`config.mk`:
```
export PLATFORM = sky130hd
export DESIGN_NAME = change_dispenser
export DESIGN_NICKNAME = d
export VERILOG_FILES = /design/src/rtl/coffee_pkg.sv /design/src/rtl/dispense_timer.sv /design/src/rtl/change_dispenser.sv
export SDC_FILE = /design/constraint.sdc
export NUM_CORES = 1
export LEC_CHECK = 0
export ABC_AREA = 1
export CORE_UTILIZATION = 48
export CTS_CLUSTER_DIAMETER = 100
export DETAILED_ROUTE_END_ITERATION = 7
export PLACE_DENSITY = 0.83
export SLEW_MARGIN = 20
export SYNTH_ARGS = -nofsm -noshare
export SYNTH_HDL_FRONTEND = slang
export SYNTH_SLANG_ARGS = --single-unit
export TNS_END_PERCENT = 30
```
`constraint.sdc`:
```
create_clock -name clock -period 1.9 [get_ports clock]
set_clock_uncertainty 0.2 [all_clocks]
set_input_delay 0.38 -clock clock [delete_from_list [all_inputs] [get_ports clock]]
set_output_delay 0.38 -clock clock [all_outputs]
set_load 0.02 [all_outputs]
```
`src/rtl/coffee_pkg.sv`:
```
// Types and constants shared by the coffee machine coin path
// (coin counter, coin comparator, change dispenser).
package coffee_pkg;

  localparam int unsigned BIG_COIN_UNITS = 5;

  typedef enum logic [2:0] {
    IDLE,
    SELECT,
    PULSE,
    GAP,
    DONE
  } dispenser_state_t;

  typedef enum logic {
    COIN_100,
    COIN_500
  } coin_t;

endpackage

```
`src/rtl/dispense_timer.sv`:
```
// Loadable down-counter; expired_o flags a zero count.
// Used to time both the eject pulse and the inter-coin gap.
module dispense_timer #(
  parameter int unsigned Width = 2
) (
  input  logic             clk_i,
  input  logic             rst_i,
  input  logic             load_i,
  input  logic [Width-1:0] load_value_i,
  input  logic             tick_i,
  output logic             expired_o
);

  logic [Width-1:0] cnt_q, cnt_d;

  always_comb begin
    cnt_d = cnt_q;
    if (load_i) begin
      cnt_d = load_value_i;
    end else if (tick_i && (cnt_q != '0)) begin
      cnt_d = cnt_q - Width'(1);
    end
  end

  always_ff @(posedge clk_i) begin
    if (rst_i) begin
      cnt_q <= '0;
    end else begin
      cnt_q <= cnt_d;
    end
  end

  assign expired_o = (cnt_q == '0);

endmodule

```
`src/rtl/change_dispenser.sv`:
```
// Pays out change as 500/100 coin eject pulses, largest coin first,
// reporting remaining amount, completion and unpayable faults.
module change_dispenser
  import coffee_pkg::*;
#(
  parameter int unsigned WIDTH          = 4,
  parameter int unsigned BIG_COIN_UNITS = coffee_pkg::BIG_COIN_UNITS,
  parameter int unsigned PULSE_CYCLES   = 2,
  parameter int unsigned GAP_CYCLES     = 1
) (
  input  logic             clock,
  input  logic             reset,
  input  logic             start,
  input  logic [WIDTH-1:0] change_amount,
  input  logic             hopper_500_empty,
  input  logic             hopper_100_empty,
  output logic             eject_500,
  output logic             eject_100,
  output logic             busy,
  output logic             done,
  output logic             fault,
  output logic [WIDTH-1:0] remaining
);

  localparam int unsigned TIMER_W = (PULSE_CYCLES > GAP_CYCLES) ? $clog2(PULSE_CYCLES + 1)
                                                                 : $clog2(GAP_CYCLES + 1);
  localparam logic [WIDTH-1:0]   BIG_W     = WIDTH'(BIG_COIN_UNITS);
  localparam logic [WIDTH-1:0]   ONE_W     = WIDTH'(1);
  localparam logic [TIMER_W-1:0] PULSE_LD  = TIMER_W'(PULSE_CYCLES - 1);
  localparam logic [TIMER_W-1:0] GAP_LD    = TIMER_W'((GAP_CYCLES > 0) ? GAP_CYCLES - 1 : 0);

  dispenser_state_t state_q, state_d;
  coin_t            coin_q, coin_d;
  logic [WIDTH-1:0] remaining_q, remaining_d;
  logic             fault_q, fault_d;
  logic             eject_500_q, eject_500_d;
  logic             eject_100_q, eject_100_d;
  logic             busy_q, busy_d;
  logic             done_q, done_d;

  logic               timer_load;
  logic [TIMER_W-1:0] timer_value;
  logic               timer_tick;
  logic               timer_expired;

  dispense_timer #(
    .Width (TIMER_W)
  ) u_timer (
    .clk_i        (clock),
    .rst_i        (reset),
    .load_i       (timer_load),
    .load_value_i (timer_value),
    .tick_i       (timer_tick),
    .expired_o    (timer_expired)
  );

  always_comb begin
    state_d     = state_q;
    coin_d      = coin_q;
    remaining_d = remaining_q;
    fault_d     = fault_q;
    timer_load  = 1'b0;
    timer_value = '0;
    timer_tick  = 1'b0;

    unique case (state_q)
      IDLE: begin
        if (start) begin
          remaining_d = change_amount;
          fault_d     = 1'b0;
          state_d     = SELECT;
        end
      end
      SELECT: begin
        if (remaining_q == '0) begin
          state_d = DONE;
        end else if ((remaining_q >= BIG_W) && !hopper_500_empty) begin
          coin_d      = COIN_500;
          state_d     = PULSE;
          timer_load  = 1'b1;
          timer_value = PULSE_LD;
        end else if (!hopper_100_empty) begin
          coin_d      = COIN_100;
          state_d     = PULSE;
          timer_load  = 1'b1;
          timer_value = PULSE_LD;
        end else begin
          fault_d = 1'b1;
          state_d = DONE;
        end
      end
      PULSE: begin
        if (timer_expired) begin
          // SELECT only picks a coin that fits, so this cannot underflow.
          remaining_d = remaining_q - ((coin_q == COIN_500) ? BIG_W : ONE_W);
          if (GAP_CYCLES > 0) begin
            state_d     = GAP;
            timer_load  = 1'b1;
            timer_value = GAP_LD;
          end else begin
            state_d = SELECT;
          end
        end else begin
          timer_tick = 1'b1;
        end
      end
      GAP: begin
        if (timer_expired) begin
          state_d = SELECT;
        end else begin
          timer_tick = 1'b1;
        end
      end
      DONE: begin
        state_d = IDLE;
      end
      default: begin
        state_d = IDLE;
      end
    endcase

    // Outputs are registered images of the state being entered.
    eject_500_d = (state_d == PULSE) && (coin_d == COIN_500);
    eject_100_d = (state_d == PULSE) && (coin_d == COIN_100);
    busy_d      = (state_d == SELECT) || (state_d == PULSE) || (state_d == GAP);
    done_d      = (state_d == DONE);
  end

  always_ff @(posedge clock) begin
    if (reset) begin
      state_q     <= IDLE;
      coin_q      <= COIN_100;
      remaining_q <= '0;
      fault_q     <= 1'b0;
      eject_500_q <= 1'b0;
      eject_100_q <= 1'b0;
      busy_q      <= 1'b0;
      done_q      <= 1'b0;
    end else begin
      state_q     <= state_d;
      coin_q      <= coin_d;
      remaining_q <= remaining_d;
      fault_q     <= fault_d;
      eject_500_q <= eject_500_d;
      eject_100_q <= eject_100_d;
      busy_q      <= busy_d;
      done_q      <= done_d;
    end
  end

  assign eject_500 = eject_500_q;
  assign eject_100 = eject_100_q;
  assign busy      = busy_q;
  assign done      = done_q;
  assign fault     = fault_q;
  assign remaining = remaining_q;

endmodule

```
==> qor.csv <==
metric,value,unit
outcome,"finished, final reports clean",
die_x,42.6,um
ios,18,
endpoint_kind,output port,
rows,14,
grt_max_degree,10,
htree_levels,1,
crit_required,1.32,ns
yosys-mux-area-fraction,0,%
max_slew_margin,81.3,%
power_density,805,mW/mm^2
syn-num-nets,125,
report.final.hold_viol_count,0,
arrival,1.22,ns
synth_top_family_by_area,simple AND/OR/NAND/NOR gates,
pre_cts_slack,0.194,ns
power,0.000815,W
tightest_slew,0.277,ns
coreArea,0.00152,sq mm
critical-path-max-stage-delay,0.60,ns
die-area,0.00182,sq mm
synth_cells,112,
crit_chain,clkdlybuf4s50_1,
hp-class,reg -> reg,
holdCritStartpoint,fault,
synth_top_area_cell,dfxtp_1,
cp_slowest_cell,clkdlybuf4s50_1,
utilization,66.4,%
ff2ff_setup_slack,0.27,ns
hold_path_depth,2,
track_usage,20.2,%
synth_xor_area_share,1.11,%
firstDrtPassIters,4,
fin_setup_tns,0,ns
drt-initial-drc-count,12,
cp_max_fo,2,
place_congestion,0.823,
cts_root_buf,clkbuf_4,
whs_endpoint,fault,
antenna_found_initial,0,
synth_compound_area_share,13.1,%
design_area,0.00101,sq mm
critical_path_class,reg -> out,
ys_seq_area_share,37.9,%
period_minus_slack,1.80,ns
crit_path_start,fault,
synthSimpleGateAreaFrac,31.1,%
numPortBuffers,17,
drv_cap,0,
worstReg2RegStart,remaining[0],
ys_seq_elements,15,
insertedDiodeCount,0,
yosys.area_share.adder,6.32,%
holdBufCountCts,0,
fmax,556,MHz
synth.distinct_cells,18,
finalSetupViolCount,0,
num_vias,734,
period_share,94.6,%
drtAntennaViolNets,0,
die_h,42.6,um
initial_core_util,52.0,%
drive_above_1_share,14.3,%
syn_area_per_cell,7.07,sq um
tritoncts,done,
rr_endpoint,eject_100,
cts_buffers,3,
synth_area,792,sq um
routedWlPerCell,10.7,um
fin_ws,0.103,ns
critPathBufInv,1,
dpl.hpwl,1.26,mm
clk_transition_reported_paths,0.09,ns
rsz0062_at_grt,no,
via_per_inst,4.93,
clk_latency,0.28,ns
path_delay_family,buffers and inverters,
synthDominantCellAreaShare,37.9,%
overflow,0,
clkSinkCount,15,
grt_pass1_vias,721,
drv_slew,0,
worstSetupStartpointType,flip-flop,
grt_pass1_wl,2.85,mm
ir_drop,0.460,mV
p_leak,0.468,nW
synthTopCellsByArea,"dfxtp_1 (38%), inv_1 (9.5%), nand2_1 (9.5%), ha_1 (6.3%), nand3_1 (5.7%)",
final_nets,147,
synth-warning-count,0,
post_cts_buffers,0,
drc_errors,0,
syn_to_final_growth,27.8,%
cts_resized,3,
dpl-instance-area,986,sq um
drt_wl_total,1.59,mm
clk_path_buf_depth,2,
reg2regPathDepth,9,
logic make-up after synthesis:
group | after synthesis
AO/OA/AOI/OAI | 18
AND/OR/NAND/NOR | 52
buffers and inverters | 22
flip-flops | 15
adder cells (fa/ha/maj) | 4
XOR/XNOR | 1
registers in the layout, indices dropped and copies added (netlist names):
name / flops
busy: 1
coin_q: 1
remaining: 4
u_timer.cnt_q: 2
eject_100: 1
fault: 1
done: 1
state_q: 3
eject_500: 1
final cells by class:
cell class	instances	area [sq um]
inverters	21	78.8
multi-input cells	75	409
fillers	126	512
well taps	16	20.0
clock buffers	3	22.5
flip-flops and latches	15	300
clock inverters	1	5.00
repair buffers	18	176
metal layers:
| metal | wire, um | GRT usage [%] | vias to the layer above |
|---|---|---|---|
| li1 | - | - | 392 |
| met1 | 727 | 26.0 | 328 |
| met2 | 796 | 33.0 | 12 |
| met3 | 51 | 2.59 | 2 |
| met4 | 12 | 9.38 | 0 |
| met5 | 0 | 0 | - |
worst max-delay path by stage:
stage	to	slack, ns	cells past startpoint
6_report	fault	0.10	1
2_1_floorplan	eject_100	0.31	9
3_3_place_gp	eject_500	0.21	8
3_5_place_dp	eject_500	0.19	8
5_1_grt	fault	0.07	1
4_1_cts	remaining[1]	0.04	1
worst min-delay path, cell delays in order, from the launching register on:
cell	delay, ns
dfxtp_1	0.32
nand2_1	0.06
a21oi_1	0.06
Yosys cell counts:
cell type	count
a31oi_1	1
nand4_1	1
buf_1	1
nor2_1	11
nand2_1	20
nor2_4	2
ha_1	4
xor2_1	1
o21ai_0	7
nand3_1	9
a21oi_2	2
inv_2	1
dfxtp_1	15
a21oi_1	6
nand2_2	6
nor2_2	3
a211oi_1	2
inv_1	20
cells in the final DEF (no fill, tap or decap), types with 4 or more instances in the layout:
cell type | netlist | routed
nand3_1 | 9 | 9
ha_1 | 4 | 4
nand2_1 | 20 | 20
inv_1 | 20 | 20
a21oi_1 | 6 | 6
o21ai_0 | 7 | 7
dfxtp_1 | 15 | 15
nand2_2 | 6 | 6
nor2_1 | 11 | 11
clkdlybuf4s50_1 | 0 | 13
through the flow:
step | hold slack [ns] | std cells
after floorplan | 0.257 | 112
after global placement | 0.268 | 145
after detailed placement | 0.261 | 145
after CTS | 0.274 | 149
after global routing | 0.310 | 149
final | 0.277 | 149
where the power goes:
part / internal [W] / leakage [nW] / switching, W
Clock: 0.0000781 / 0.0177 / 0.000101
Sequential: 0.000344 / 0.123 / 0.0000275
Combinational: 0.000109 / 0.328 / 0.000155
No activity file was read; power rests on OpenSTA's default activity.
